==> config.mk <==
export PLATFORM = sky130hd
export DESIGN_NAME = fls_seq_ctrl_flat
export DESIGN_NICKNAME = d
export VERILOG_FILES = /design/src/rtl/fls_seq_ctrl_if.sv /design/src/rtl/fls_seq_ctrl.sv /design/src/flat_wrapper.sv
export SDC_FILE = /design/constraint.sdc
export NUM_CORES = 1
export LEC_CHECK = 0
export BUFFER_PORTS_ARGS = -buffer_cell sky130_fd_sc_hd__buf_2
export CORE_MARGIN = 4
export CORE_UTILIZATION = 56
export CTS_CLUSTER_SIZE = 10
export DETAILED_ROUTE_END_ITERATION = 16
export PLACE_DENSITY = 0.92
export SYNTH_ARGS = -nofsm -noshare
export SYNTH_HDL_FRONTEND = slang
export SYNTH_SLANG_ARGS = --single-unit
==> constraint.sdc <==
create_clock -name clk -period 3.9 [get_ports clk]
set_clock_uncertainty 0.15 [all_clocks]
set_input_delay 0.585 -clock clk [delete_from_list [all_inputs] [get_ports clk]]
set_output_delay 0.585 -clock clk [all_outputs]
set_load 0.01 [all_outputs]
==> src/rtl/fls_seq_ctrl_if.sv <==
// Board-side request/response bundle of the fls sequencer.
//   master : drives start/seed0/seed1/num_steps, observes ready/term/term_valid/done/ovf
//   slave  : the sequencer itself
interface fls_seq_ctrl_if #(
  parameter int unsigned WIDTH = 8,
  parameter int unsigned CNT_W = 8
);
  logic             start;
  logic [WIDTH-1:0] seed0;
  logic [WIDTH-1:0] seed1;
  logic [CNT_W-1:0] num_steps;
  logic             ready;
  logic [WIDTH-1:0] term;
  logic             term_valid;
  logic             done;
  logic             ovf;

  modport master (
    output start, seed0, seed1, num_steps,
    input  ready, term, term_valid, done, ovf
  );

  modport slave (
    input  start, seed0, seed1, num_steps,
    output ready, term, term_valid, done, ovf
  );
endinterface

==> src/rtl/fls_seq_ctrl.sv <==
// Sequencer for one Fibonacci-like-sequence (fls) datapath. Takes a start request
// with two seeds and a step count, clears the fls, loads both seeds, then issues
// sum steps, reporting every produced term until the count runs out or the fls
// flags overflow.
// Ports:
//   clk, rst        clock, asynchronous active-high reset
//   pause           (only with FLS_CTRL_PAUSE_EN) stalls WAIT and STEP entry
//   ctl             board-side bundle (start/seeds/num_steps in; ready/term/
//                   term_valid/done/ovf out)
//   fls_rstn/en/d   control and data to the fls instance
//   fls_f/fls_err   fls current term and sticky overflow flag
// Optional feature macro: FLS_CTRL_PAUSE_EN.
module fls_seq_ctrl #(
  parameter int unsigned WIDTH    = 8,
  parameter int unsigned CNT_W    = 8,
  parameter int unsigned STEP_DIV = 1
) (
  input  logic             clk,
  input  logic             rst,
`ifdef FLS_CTRL_PAUSE_EN
  input  logic             pause,
`endif
  fls_seq_ctrl_if.slave    ctl,
  output logic             fls_rstn,
  output logic             fls_en,
  output logic [WIDTH-1:0] fls_d,
  input  logic [WIDTH-1:0] fls_f,
  input  logic             fls_err
);

  localparam int unsigned WAIT_W = (STEP_DIV > 1) ? $clog2(STEP_DIV) : 1;

  typedef enum logic [3:0] {
    S_IDLE, S_CLR, S_INIT, S_LD0, S_LD1, S_CHK, S_WAIT, S_STEP, S_FIN
  } state_t;

  state_t             state_q, state_n;
  logic [WIDTH-1:0]   seed0_q, seed0_n, seed1_q, seed1_n;
  logic [CNT_W-1:0]   cnt_q, cnt_n;
  logic [WAIT_W-1:0]  wcnt_q, wcnt_n;
  logic               after_ld0_q, after_ld0_n;
  logic               ready_q, ready_n;
  logic [WIDTH-1:0]   term_q, term_n;
  logic               tv_q, tv_n;
  logic               done_q, done_n;
  logic               ovf_q, ovf_n;
  logic               fls_rstn_n, fls_en_n;
  logic [WIDTH-1:0]   fls_d_n;
  logic               stall;

`ifdef FLS_CTRL_PAUSE_EN
  assign stall = pause;
`else
  assign stall = 1'b0;
`endif

  assign ctl.ready      = ready_q;
  assign ctl.term       = term_q;
  assign ctl.term_valid = tv_q;
  assign ctl.done       = done_q;
  assign ctl.ovf        = ovf_q;

  // State and registered outputs
  always_ff @(posedge clk or posedge rst) begin
    if (rst) begin
      state_q     <= S_IDLE;
      seed0_q     <= '0;
      seed1_q     <= '0;
      cnt_q       <= '0;
      wcnt_q      <= '0;
      after_ld0_q <= 1'b0;
      ready_q     <= 1'b0;
      term_q      <= '0;
      tv_q        <= 1'b0;
      done_q      <= 1'b0;
      ovf_q       <= 1'b0;
      fls_rstn    <= 1'b0;
      fls_en      <= 1'b0;
      fls_d       <= '0;
    end else begin
      state_q     <= state_n;
      seed0_q     <= seed0_n;
      seed1_q     <= seed1_n;
      cnt_q       <= cnt_n;
      wcnt_q      <= wcnt_n;
      after_ld0_q <= after_ld0_n;
      ready_q     <= ready_n;
      term_q      <= term_n;
      tv_q        <= tv_n;
      done_q      <= done_n;
      ovf_q       <= ovf_n;
      fls_rstn    <= fls_rstn_n;
      fls_en      <= fls_en_n;
      fls_d       <= fls_d_n;
    end
  end

  // Next state; outputs are derived from the state being entered
  always_comb begin
    state_n     = state_q;
    seed0_n     = seed0_q;
    seed1_n     = seed1_q;
    cnt_n       = cnt_q;
    wcnt_n      = wcnt_q;
    after_ld0_n = after_ld0_q;
    term_n      = term_q;
    tv_n        = 1'b0;
    ovf_n       = ovf_q;

    case (state_q)
      S_IDLE: begin
        // ready_q gates the first cycle out of reset, when ready is still low
        if (ctl.start && ready_q) begin
          seed0_n = ctl.seed0;
          seed1_n = ctl.seed1;
          cnt_n   = ctl.num_steps;
          ovf_n   = 1'b0;
          state_n = S_CLR;
        end
      end
      S_CLR:  state_n = S_INIT;
      S_INIT: begin
        after_ld0_n = 1'b1;
        state_n     = S_LD0;
      end
      S_LD0:  state_n = S_CHK;
      S_LD1: begin
        after_ld0_n = 1'b0;
        state_n     = S_CHK;
      end
      S_STEP: begin
        cnt_n   = cnt_q - CNT_W'(1);
        state_n = S_CHK;
      end
      S_CHK: begin
        if (fls_err) begin
          ovf_n   = 1'b1;
          state_n = S_FIN;
        end else begin
          term_n = fls_f;
          tv_n   = 1'b1;
          if (after_ld0_q) begin
            state_n = S_LD1;
          end else if (cnt_q == '0) begin
            state_n = S_FIN;
          end else if (STEP_DIV == 1 && !stall) begin
            state_n = S_STEP;
          end else begin
            // With STEP_DIV=1 this path is only taken under pause; a zero
            // preload lets WAIT release straight into STEP once pause drops.
            wcnt_n  = WAIT_W'(STEP_DIV - 1);
            state_n = S_WAIT;
          end
        end
      end
      S_WAIT: begin
        if (!stall) begin
          if (wcnt_q <= WAIT_W'(1)) state_n = S_STEP;
          else                      wcnt_n  = wcnt_q - WAIT_W'(1);
        end
      end
      S_FIN:   state_n = S_IDLE;
      default: state_n = S_IDLE;
    endcase

    ready_n    = (state_n == S_IDLE);
    done_n     = (state_n == S_FIN);
    fls_rstn_n = (state_n != S_CLR);
    fls_en_n   = (state_n == S_LD0) || (state_n == S_LD1) || (state_n == S_STEP);
    fls_d_n    = (state_n == S_LD0) ? seed0_q :
                 (state_n == S_LD1) ? seed1_q : '0;
  end

endmodule

==> src/flat_wrapper.sv <==
// flat-port wrapper written by rule: the top's interface ports become plain ports
module fls_seq_ctrl_flat 
#(
  parameter int unsigned WIDTH    = 8,
  parameter int unsigned CNT_W    = 8,
  parameter int unsigned STEP_DIV = 1
)
  (clk, rst, fls_rstn, fls_en, fls_d, fls_f, fls_err, ctl_start, ctl_seed0, ctl_seed1, ctl_num_steps, ctl_ready, ctl_term, ctl_term_valid, ctl_done, ctl_ovf);
  fls_seq_ctrl_if #(.WIDTH(WIDTH), .CNT_W(CNT_W)) ctl_i ();
  input  logic clk;
  input  logic rst;
  output logic fls_rstn;
  output logic fls_en;
  output logic [WIDTH-1:0] fls_d;
  input  logic [WIDTH-1:0] fls_f;
  input  logic fls_err;
  input wire logic [$bits(ctl_i.start)-1:0] ctl_start;
  input wire logic [$bits(ctl_i.seed0)-1:0] ctl_seed0;
  input wire logic [$bits(ctl_i.seed1)-1:0] ctl_seed1;
  input wire logic [$bits(ctl_i.num_steps)-1:0] ctl_num_steps;
  output wire logic [$bits(ctl_i.ready)-1:0] ctl_ready;
  output wire logic [$bits(ctl_i.term)-1:0] ctl_term;
  output wire logic [$bits(ctl_i.term_valid)-1:0] ctl_term_valid;
  output wire logic [$bits(ctl_i.done)-1:0] ctl_done;
  output wire logic [$bits(ctl_i.ovf)-1:0] ctl_ovf;
  assign ctl_i.start = ctl_start;
  assign ctl_i.seed0 = ctl_seed0;
  assign ctl_i.seed1 = ctl_seed1;
  assign ctl_i.num_steps = ctl_num_steps;
  assign ctl_ready = ctl_i.ready;
  assign ctl_term = ctl_i.term;
  assign ctl_term_valid = ctl_i.term_valid;
  assign ctl_done = ctl_i.done;
  assign ctl_ovf = ctl_i.ovf;
  fls_seq_ctrl #(.WIDTH(WIDTH), .CNT_W(CNT_W), .STEP_DIV(STEP_DIV)) u_core (.clk(clk), .rst(rst), .ctl(ctl_i), .fls_rstn(fls_rstn), .fls_en(fls_en), .fls_d(fls_d), .fls_f(fls_f), .fls_err(fls_err));
endmodule
# Yosys cells after proc, flatten, opt, wreduce, memory -nomap -nowiden
# Index checks and enable logic that the tools add are counted.
[word_totals]
out_inout_bits = 22
mem_bits_rw = 0
wordCells = 64
input_bits = 36
reg_bits = 52
latchBits = 0
memories = 0
rom_bits = 0
[op_classes]
div = 0
n_addsub = 2
n_bitwise = 2
n_eq_ne = 14
muxes = 16
shifts = 0
reduce_logical = 15
multipliers = 0
magnitude_cmp = 1
[op_table]
columns = ["operator", "count"]
rows = [
  ["$eq 4x3->1 const B", 6],
  ["$mux 8", 3],
  ["$pmux 4 s6", 1],
  ["$mux 4", 5],
  ["$pmux 8 s2", 1],
  ["$eq 4x2->1 const B", 3],
  ["$logic_not 4->1", 2],
  ["$logic_not 8->1", 1],
  ["$reduce_and 2->1", 4],
  ["$sub 8x1->8 const B", 1],
  ["$reduce_bool 2->1", 3],
  ["$eq 4x1->1 const B", 1],
  ["$eq 4x4->1 const B", 1],
  ["$mux 1", 4],
  ["$ne 4x1->1 const B", 1],
  ["$pmux 1 s2", 2],
  ["$reduce_and 3->1", 1],
  ["$reduce_or 3->1", 1],
  ["$logic_or 1x1->1", 2],
  ["$ne 2x1->1 const B", 1],
  ["$ne 2x2->1 const B", 1],
  ["$not 1->1", 2],
  ["$le 1x1->1 const B", 1],
  ["$logic_and 1x1->1", 1],
  ["$sub 1x1->1 const B", 1],
]

# Depth between registers and ports, before layout
[depth]
ltp_word = 8
depth_mapped = 8
ltp_nobuf = 6

# Worst setup path after synthesis
# OpenSTA, ideal clock, no wires.
[synth_timing]
kind = "register -> register"
startpoint = "register u_core.cnt_q[2]"
endpoint = "register u_core.state_q[2]"
slack_ns = 2.205
setup_time_ns = 0.126
stages_incl_launch_ff = 5
arrival_time_ns = 1.419
path_buffers = 0
required_ns = 3.624
period_less_slack_ns = 1.695
path_cell_list = "dfrtp_1 or4_4 nor4_4 nand2b_1 o21ai_1"
[synth_between]
elab_chain_len = 5
[synth_rtl]
columns = ["element", "line", "rtl"]
rows = [
  ["start: declaration", "fls_seq_ctrl.sv:39", "logic [CNT_W-1:0] cnt_q, cnt_n;"],
  ["start signal: assignment", "fls_seq_ctrl.sv:84", "cnt_q <= cnt_n;"],
  ["$logic_not 8->1", "fls_seq_ctrl.sv:144", "end else if (cnt_q == '0) begin"],
  ["$mux 4", "fls_seq_ctrl.sv:144", ""],
  ["$mux 4", "fls_seq_ctrl.sv:142", "if (after_ld0_q) begin"],
  ["$mux 4", "fls_seq_ctrl.sv:136", "if (fls_err) begin"],
  ["$pmux 4 s6", "fls_seq_ctrl.sv:110", "case (state_q)"],
  ["net u_core.state_n[2]", "fls_seq_ctrl.sv:37", "state_t state_q, state_n;"],
  ["end signal: assignment", "fls_seq_ctrl.sv:81", "state_q <= state_n;"],
  ["end: declaration", "fls_seq_ctrl.sv:37", ""],
]
# The timed path passes the listed nets, and every way through them passes these cells.
# A chain may end at the register's enable or synchronous reset.

# Worst setup path in the final report
[layout_timing]
startpoint = "register u_core.state_q[1]"
endpoint = "register u_core.fls_d[3]"
[layout_between]
elab_chain_len = 6
word_cells_on_any_way = 16
classes_between = "eq/ne: 9; mux: 5; reduce/logical: 2"
[layout_rtl]
columns = ["element", "line", "rtl"]
rows = [
  ["$eq 4x2->1 / $eq 4x3->1 (equally long branches)", "fls_seq_ctrl.sv:110", ""],
  ["$reduce_or 3->1 (no source line)", "n/a", ""],
  ["$pmux 4 s6 *", "fls_seq_ctrl.sv:110", ""],
  ["$eq 4x3->1", "fls_seq_ctrl.sv:171", "(state_n == S_LD1) ? seed1_q : '0;"],
  ["$mux 8", "fls_seq_ctrl.sv:171", ""],
  ["$mux 8 *", "fls_seq_ctrl.sv:170", "fls_d_n = (state_n == S_LD0) ? seed0_q :"],
  ["net u_core.fls_d_n[3]", "fls_seq_ctrl.sv:48", "logic [WIDTH-1:0] fls_d_n;"],
  ["end signal: assignment", "fls_seq_ctrl.sv:94", "fls_d <= fls_d_n;"],
  ["end: declaration", "fls_seq_ctrl.sv:26", "output logic [WIDTH-1:0] fls_d,"],
]
# The timed path passes the listed nets; every way through them passes the cells marked *.

==> impl_metrics.toml <==
[finish]
layout_common_cells = "buf_2 (57), nand2_1 (54), dfrtp_1 (51), nor2_1 (12), a21oi_1 (12)"
nFillCells = 300
final_layout_size_suffix_gt1_share_pct = 29.2
fin_nets = 297
area_growth_pct = 17.9
antenna_cells = 0
layout_commonest_cell = "buf_2"

[worst_setup_path]
ff2ff_setup_slack_ns = 1.67
arrival_ns = 2.32
path_depth = 4
end_kind = "flip-flop"
reg2reg_to = "u_core.fls_d[3]"
reg2reg_depth = 4
crit_path_start_kind = "flip-flop"
path_delay_family = "simple AND/OR/NAND/NOR gates"
critPathMaxStageDelay_ns = 0.48
path_cells = "and4bb_1 > and2b_1 > and2_0 > a22o_1"
slowest_stage = "dfrtp_1"
cp.buffers_inverters = 0
crit_fanout = 12
r2r-start = "u_core.state_q[1]"
required_ns = 4.00
worstSetupStartpoint = "u_core.state_q[1]"
critPathKind = "flip-flop to flip-flop"
crit_path_end = "u_core.fls_d[3]"

[die]
io_pins = 58
fp.dieW_um = 70.4
core_sq_um = 3720
die-area_sq_um = 4960
num_rows = 22
initial_core_util_pct = 58.8
die_y_um = 70.4

[clocking]
numCtsBuffers = 5
cts_resized = 0
cts_root_buffer = "clkbuf_8"
htree_levels = 2
clock-sinks = 51
cts_buffer_depth = 2
cts_hold_buf = 0
cts_setup_buffers = 0
tritoncts = "built"
clkLatencyLatePin_ns = 0.30
clkSlewWorstSetupHoldPaths_ns = 0.09

[place]
gp_congestion = 0.818
dpl.hpwl_um = 3110
numPortBuffers = 57

[synth]
ys_top_cells_by_area = "dfrtp_1 (58%), nand2_1 (9.3%), mux2_1 (4.1%)"
synth_xor_area_share_pct = 0
synth_top_area_share_pct = 58.5
syn_area_per_cell_sq_um = 10.6
ys.flop_type = "dfrtp_1"
yosys.area.top_type = "dfrtp_1"
synth-warning-count = 0
ys_async_sr_fraction_pct = 100
ys_seq_area_share_pct = 58.5
synth_top_family_by_area = "simple AND/OR/NAND/NOR gates"
ys_ff_latch = 51
yosys.area_share.simple_pct = 19.4
synth_compound_area_share_pct = 12.1
synth-edff-count = 0
syn_nets = 244
ys_types = 40
synth-adder-area-share_pct = 1.15
synth_area_sq_um = 2180
synthMuxAreaShare_pct = 5.04
postSynthCellCount = 206

[sta]
maxSlewViolCount = 0
period_needed_ns = 2.23
rsz0062_at_grt = "no"
max_freq_ghz = 0.449
tightest_slew_ns = 1.02
setup_viol = 0
whs_ns = 0.312
setup_tns_ns = 0
slew_headroom_pct = 31.9
finalHoldViolCount = 0
period_share_pct = 57.1

[grt]
antenna_found_initial = 0
overflow = 0
first_global_vias = 1612
grt_pass1_wl_um = 7360
grt_use_total_pct = 18.8
grt_max_degree = 52

[drt]
ant_nets = 0
first_iter_violations = 111
vias = 1687
via_per_inst = 5.48
routed_wl_um = 4360
drt_pass1_iterations = 4
drc = 0
routedWlPerCell_um = 14.2

[worst_hold_path]
hp-class = "primary input to flip-flop"
min_from = "ctl_seed0[7]"

[job]
cap_violations = 0

[status]
status = "completed"

[pwr]
power.total_uw = 1760
power_density_nw_per_um2 = 682
leakage_uw = 0.00132
peakVddDrop_mv = 0.315
-- cells in the mapped netlist (2+ instances only) --
library cell / instances
a21oi_1: 12
nand3_1: 4
nor2_1: 12
mux2_1: 8
a32oi_1: 2
inv_1: 5
ha_1: 2
o221a_2: 3
o21ai_0: 3
buf_4: 2
mux2i_1: 2
clkbuf_1: 3
nand2b_1: 2
buf_2: 7
dfrtp_1: 51
nand4_1: 2
nand2_1: 54
a22o_1: 8
nor3_1: 2
o21a_1: 2
-- routing by layer --
layer	wire [um]	global-route usage, %	vias up
met5	0	0	-
met4	86	5.74	0
met3	385	7.05	9
met2	1990	28.3	61
met1	1900	25.4	807
li1	-	-	810
-- logic make-up (layout without fill, tap and decap cells) --
group           count (synthesis)  in the layout
compound gates                 36             36
fa+ha+maj                       2              2
buf+inv                        18             72
flops                          51             51
mux                            10             10
simple gates                   89             89
-- tightest hold or removal path: stages --
cell and delay, ns:
buf_2 0.07, nand2_1 0.04, nand2_1 0.05
-- worst min path at each step --
| stage | cells past startpoint | slack [ns] | to |
|---|---|---|---|
| final | 3 | 0.31 | u_core.seed0_q[7] |
| after global routing | 3 | 0.31 | u_core.seed0_q[7] |
| after CTS | 3 | 0.31 | u_core.seed1_q[2] |
| after detailed placement | 2 | 0.31 | u_core.seed1_q[1] |
| after global placement | 2 | 0.31 | u_core.seed0_q[6] |
| after floorplan | 2 | 0.30 | u_core.seed0_q[0] |
-- metrics by stage --
stage               instances  area, sq um  setup WS [ns]  util, %
floorplan                 206         2180           1.94        -
global placement          300         2470           1.79     66.6
detailed placement        300         2470           1.70     66.6
CTS                       308         2570           1.68     69.3
global route              308         2570           1.54     69.3
finish                    308         2570           1.67     69.3
-- where the power goes --
| part | switching (uW) | total (uW) | internal (uW) |
|---|---|---|---|
| registers | 162 | 897 | 736 |
| logic | 297 | 544 | 247 |
| clock network | 170 | 315 | 145 |
-- cell type report --
cell class                      count  area (sq um)  share of cell area, %
Clock inverter                      2          16.3                  0.632
Clock buffer                        6          82.6                   3.21
Multi-Input combinational cell    137           823                   32.0
Timing Repair Buffer               58           293                   11.4
Sequential cell                    51          1280                   49.6
Tap cell                           48          60.1                   2.33
Inverter                            6          22.5                  0.875
-- registers in the layout, indices dropped and copies added, names as in the netlist, 4 cells and up --
name,cells
u_core.state_q,4
u_core.seed1_q,8
u_core.seed0_q,8
u_core.fls_d,8
u_core.cnt_q,8
u_core.ctl.term,8
No activity file was read; power rests on OpenSTA's default activity.
